### src/rtl/mem_wb_stage.sv
// MEM stage: word-addressed data RAM (sync write, async read) plus the MEM/WB register.
// Optional macro DMEM_RANGE_CHECK_EN adds upper-address range checking and a sticky dmem_err output.
module mem_wb_stage #(
   parameter int AW = 5
) (
   input  logic        clk,
   input  logic        clrn,
   input  logic [31:0] mem_Alu_Result,
   input  logic [31:0] mem_rb,
   input  logic        mem_wmem,
   input  logic        mem_m2reg,
   input  logic        mem_wreg,
   input  logic [4:0]  mem_rn,
   output logic [31:0] wb_Alu_Result,
   output logic [31:0] wb_mem_data,
   output logic        wb_m2reg,
   output logic        wb_wreg,
   output logic [4:0]  wb_rn,
   output logic        mem_busy
`ifdef DMEM_RANGE_CHECK_EN
   ,
   output logic        dmem_err
`endif
);

   localparam int DEPTH = 2 ** AW;

   typedef enum logic {INIT, RUN} state_t;

   state_t         state;
   logic [AW-1:0]  cnt;
   logic [31:0]    ram [DEPTH];
   logic [AW-1:0]  idx;
   logic           running;
   logic           wr_en;
   logic [31:0]    rd_data;
   logic           unused_addr_bits;

   assign idx      = mem_Alu_Result[AW+1:2];
   assign running  = (state == RUN);
   assign mem_busy = (state == INIT);

`ifdef DMEM_RANGE_CHECK_EN
   logic oor;
   assign oor = (|mem_Alu_Result[31:AW+2]) & (mem_wmem | mem_m2reg);
`endif

   // Byte-offset bits never select anything; upper bits only matter with range checking.
   assign unused_addr_bits = ^{mem_Alu_Result[31:AW+2], mem_Alu_Result[1:0]};

   // NOTE: every signal driven in always_comb gets a default first, so no path can infer a latch.
   always_comb begin
      rd_data = ram[idx];
      wr_en   = running & mem_wmem;
`ifdef DMEM_RANGE_CHECK_EN
      if (oor) begin
         wr_en = 1'b0;
         if (mem_m2reg) rd_data = 32'hDEADBEEF;
      end
`endif
   end

   // NOTE: sequential state uses non-blocking assignments so all registers update from pre-edge values.
   always_ff @(posedge clk or negedge clrn) begin
      if (!clrn) begin
         state <= INIT;
         cnt   <= '0;
      end else begin
         case (state)
            INIT: begin
               cnt <= cnt + 1'b1;
               if (cnt == {AW{1'b1}}) state <= RUN;
            end
            default: state <= RUN;
         endcase
      end
   end

   // NOTE: the RAM has no reset port; the INIT sweep zeroes it one word per cycle instead.
   always_ff @(posedge clk) begin
      if (!running)   ram[cnt] <= '0;
      else if (wr_en) ram[idx] <= mem_rb;
   end

   // Instructions arriving while clearing become bubbles in the MEM/WB register.
   always_ff @(posedge clk or negedge clrn) begin
      if (!clrn) begin
         wb_Alu_Result <= '0;
         wb_mem_data   <= '0;
         wb_m2reg      <= 1'b0;
         wb_wreg       <= 1'b0;
         wb_rn         <= '0;
      end else if (!running) begin
         wb_Alu_Result <= '0;
         wb_mem_data   <= '0;
         wb_m2reg      <= 1'b0;
         wb_wreg       <= 1'b0;
         wb_rn         <= '0;
      end else begin
         wb_Alu_Result <= mem_Alu_Result;
         wb_mem_data   <= rd_data;
         wb_m2reg      <= mem_m2reg;
         wb_wreg       <= mem_wreg;
         wb_rn         <= mem_rn;
      end
   end

`ifdef DMEM_RANGE_CHECK_EN
   always_ff @(posedge clk or negedge clrn) begin
      if (!clrn)              dmem_err <= 1'b0;
      else if (running && oor) dmem_err <= 1'b1;
   end
`endif

endmodule

### config.mk
export PLATFORM = sky130hd
export DESIGN_NAME = mem_wb_stage
export DESIGN_NICKNAME = d
export VERILOG_FILES = /design/src/rtl/mem_wb_stage.sv
export SDC_FILE = /design/constraint.sdc
export NUM_CORES = 1
export LEC_CHECK = 0
export ABC_CLOCK_PERIOD_IN_PS = 10100
export CORE_MARGIN = 4
export CORE_UTILIZATION = 65
export DETAILED_ROUTE_END_ITERATION = 7
export PLACE_DENSITY_LB_ADDON = 0.12
export SYNTH_ARGS = -nofsm -noshare
export SYNTH_HDL_FRONTEND = slang
export SYNTH_SLANG_ARGS = --single-unit
### constraint.sdc
create_clock -name clk -period 10.1 [get_ports clk]
set_input_delay 2.02 -clock clk [delete_from_list [all_inputs] [get_ports clk]]
set_output_delay 2.02 -clock clk [all_outputs]
set_load 0.03 [all_outputs]
==> flow_summary.ini <==
[sta]
post-route-period-util_pct = 49.3
timing.slew.headroom_pct = 9.89
final.min_clock_period_ns = 4.97
grt_setup_unrepaired = false
final_sum_of_negative_setup_slack_ns = 0
finalMaxSlewViolations = 0
hold_slack_ns = 0.552
setup_viol_count_final = 0
tightest_slew_ns = 1.35
clock_skew_ns = 0.0195
post-route-worst-setup-slack_ns = 5.13
finalHoldViolations = 0
clock.fmax_mhz = 201

[clocking]
root_buffer = sky130_fd_sc_hd__clkbuf_16
ctsHtreeMaxLevel = 3
worst_setup_hold_path_clk_slew_ns = 0.06
holdBufCountCts = 0
cts_resized = 0
clock_tree.buffer_depth = 3
cts_tree = yes
cts_buffers = 104
cts.repair_timing.setup_buffer_count = 0
clkLatencyLatePin_ns = 0.66
clkSinkCount = 1101

[synth]
synth.area.top_cells = sky130_fd_sc_hd__edfxtp_1 (74%), sky130_fd_sc_hd__mux4_2 (12%), sky130_fd_sc_hd__dfrtp_1 (4.6%), sky130_fd_sc_hd__mux2i_1 (3.1%), sky130_fd_sc_hd__a22oi_1 (1.1%)
synthDominantCellAreaShare_pct = 73.6
yosysWarningCount = 0
synth-seq-cells = 1101
syn-cell-area_mm2 = 0.0418
yosys_cell_types = 30
share_of_synthesized_flip_flops_with_an_asynchronous_set_or_reset_pct = 6.99
yosys.area.top_type = sky130_fd_sc_hd__edfxtp_1
ys_seq_area_share_pct = 78.2
syn_inst = 1903
synth_edf_count = 1024
ys_dominant_reg_cell = sky130_fd_sc_hd__edfxtp_1
syn-mean-instance-area_um2 = 22.0
synthesis.nets = 1979

[layout]
layout-area-overhead-vs-synth_pct = 14.6
post_layout_nonfiller_instances = 3020
layout.cells.most_common = sky130_fd_sc_hd__edfxtp_1
layout_common_cells = sky130_fd_sc_hd__edfxtp_1 (1024), sky130_fd_sc_hd__mux4_2 (224), sky130_fd_sc_hd__clkdlybuf4s50_1 (140), sky130_fd_sc_hd__mux2i_1 (131), sky130_fd_sc_hd__clkbuf_16 (107)
finish.utilization_pct = 75.6
fill_cells = 3348
finish.net_count = 2161
antenna_cells_inserted = 0
stdcell_area_mm2 = 0.0479
post_route_cells_drive_above_1_share_pct = 23.2

[setup_path]
critPathArrivalTime_ns = 5.23
timing.critical_path.required_ns = 10.36
critical_path.startpoint_type = input pin
timing.reg2reg.worst_path_depth = 5
worstPathMaxFanout = 36
launching_point_of_the_worst_reg2reg_path = running$_DFF_PN0_
timing.critical_path.to_type = flip-flop
critical_path.startpoint = mem_wmem
critical_path_class = input pin to flip-flop
crit_path_top_delay_cell = sky130_fd_sc_hd__nor2_4
max_stage_delay_ns = 1.11
cp_cell_sequence = clkdlybuf4s50_1 > buf_4 > nand2_1 > mux2i_1 > nand3_1 > nor2_4

[drt]
ant_nets_after_route = 0
drt_first_iter_violations = 2637
detail_route.drc_violations = 0
route.final.wire_length_mm = 94.6
average_wire_per_standard_cell_um = 31.3
detail_route.vias_per_cell = 6.73
dr.pass1.iters = 5
dr_total_vias = 20300

[floorplan]
core_region_area_mm2 = 0.0633
io_pins = 146
initial_core_util_pct = 66.0
chipHeight_um = 262
row_count = 92
dieWidth_um = 262
fp.dieArea_mm2 = 0.0684

[global_route]
grt.total_usage_pct = 28.3
grt_start_max_net_pins = 124
number_of_global_route_vias_before_repair = 20800
grt_pass1_wl_mm = 139
antenna_found_initial = 3
grt-ovfl-total = 0

[power]
power-per-cell-area_mw_per_mm2 = 200
max-vdd-ir-drop_mv = 0.179
total_power_mw = 9.58
total_leakage_power_nw = 17.1

[hold_path]
holdCritStartpoint = cnt[3]$_DFFE_PN0N_
worstHoldPathType = flip-flop to flip-flop
worst_hold_path.num_cells = 1

[status]
outcome = completed

[placement]
dpl-instance-area_mm2 = 0.0443
placed_cells_incl_taps = 2825
dp_hpwl_mm = 50.8
port_buffers = 145
preCtsSetupSlack_ns = 4.48
gp_congestion = 0.813

[flow_run]
maxCapViolCount = 0
==> worst paths after layout <==
| kind | end | slack (ns) |
|---|---|---|
| worst max register to register | ram[20][0]$_DFFE_PP_ | 6.23 |
| worst min register to register | cnt[3]$_DFFE_PN0N_ | 0.55 |
| min in group asynchronous | wb_Alu_Result[28]$_DFF_PN0_ | 1.30 |
| worst max-delay path | ram[20][0]$_DFFE_PP_ | 5.13 |
| max in group asynchronous | running$_DFF_PN0_ | 7.68 |
| worst min-delay path | cnt[3]$_DFFE_PN0N_ | 0.55 |
==> report_power, final <==
group | internal [mW] | switching (mW)
Sequential | 5.02 | 0.0112
Clock | 2.40 | 1.63
Combinational | 0.196 | 0.324
==> layout make-up <==
type	instances	area (um^2)	share of cell area, %
Sequential cell	1101	32700	68.2
Multi-Input combinational cell	688	8800	18.4
Clock buffer	141	2910	6.07
Timing Repair Buffer	188	1800	3.75
Tap cell	846	1060	2.21
Clock inverter	54	648	1.35
Inverter	2	7.51	0.0157
==> layer usage <==
layer	vias to the layer above	share of wire, %	GRT usage, %
met3	177	8.8	5.90
met4	6	2.5	7.12
met2	1052	50	45.8
li1	8282	-	-
met5	-	0.041	0
met1	10800	38	40.9
==> registers in the layout, indices dropped and copies added (netlist names) <==
| register | flops |
|---|---|
| cnt | 5 |
| wb_mem_data | 32 |
| wb_Alu_Result | 32 |
| running | 1 |
| ram | 1024 |
| wb_m2reg | 1 |
| wb_rn | 5 |
| wb_wreg | 1 |
==> worst max-delay path: cells and delay by family <==
kind	cells	cell delay (ns)
mux	1	0.48
simple gates	3	1.84
buf+inv	2	0.85
==> cells by family (layout without fill, tap and decap cells) <==
group,count (synthesis),in the layout,share of synthesized area (%)
fa+ha+maj,2,2,0.0599
xor+xnor,3,3,0.0629
buf+inv,114,385,1.40
simple gates,160,160,2.05
mux,391,391,16.2
compound gates,132,132,2.07
flops,1101,1101,78.2
==> cells in the mapped netlist (4+ instances only) <==
cell type                  instances
sky130_fd_sc_hd__and2_1           39
sky130_fd_sc_hd__or3_1             4
sky130_fd_sc_hd__buf_1             5
sky130_fd_sc_hd__buf_4            16
sky130_fd_sc_hd__nor2_1           36
sky130_fd_sc_hd__clkbuf_1         63
sky130_fd_sc_hd__a22oi_1          64
sky130_fd_sc_hd__a21oi_1          34
sky130_fd_sc_hd__mux4_2          224
sky130_fd_sc_hd__mux2i_1         131
sky130_fd_sc_hd__nor3_1           33
sky130_fd_sc_hd__buf_6            10
sky130_fd_sc_hd__dfrtp_1          77
sky130_fd_sc_hd__mux2_2           36
sky130_fd_sc_hd__and3_1           34
sky130_fd_sc_hd__edfxtp_1       1024
sky130_fd_sc_hd__o22ai_1          32
sky130_fd_sc_hd__buf_2            18
sky130_fd_sc_hd__nand3_1           4
Note: power is estimated with default switching activity, not from simulation.
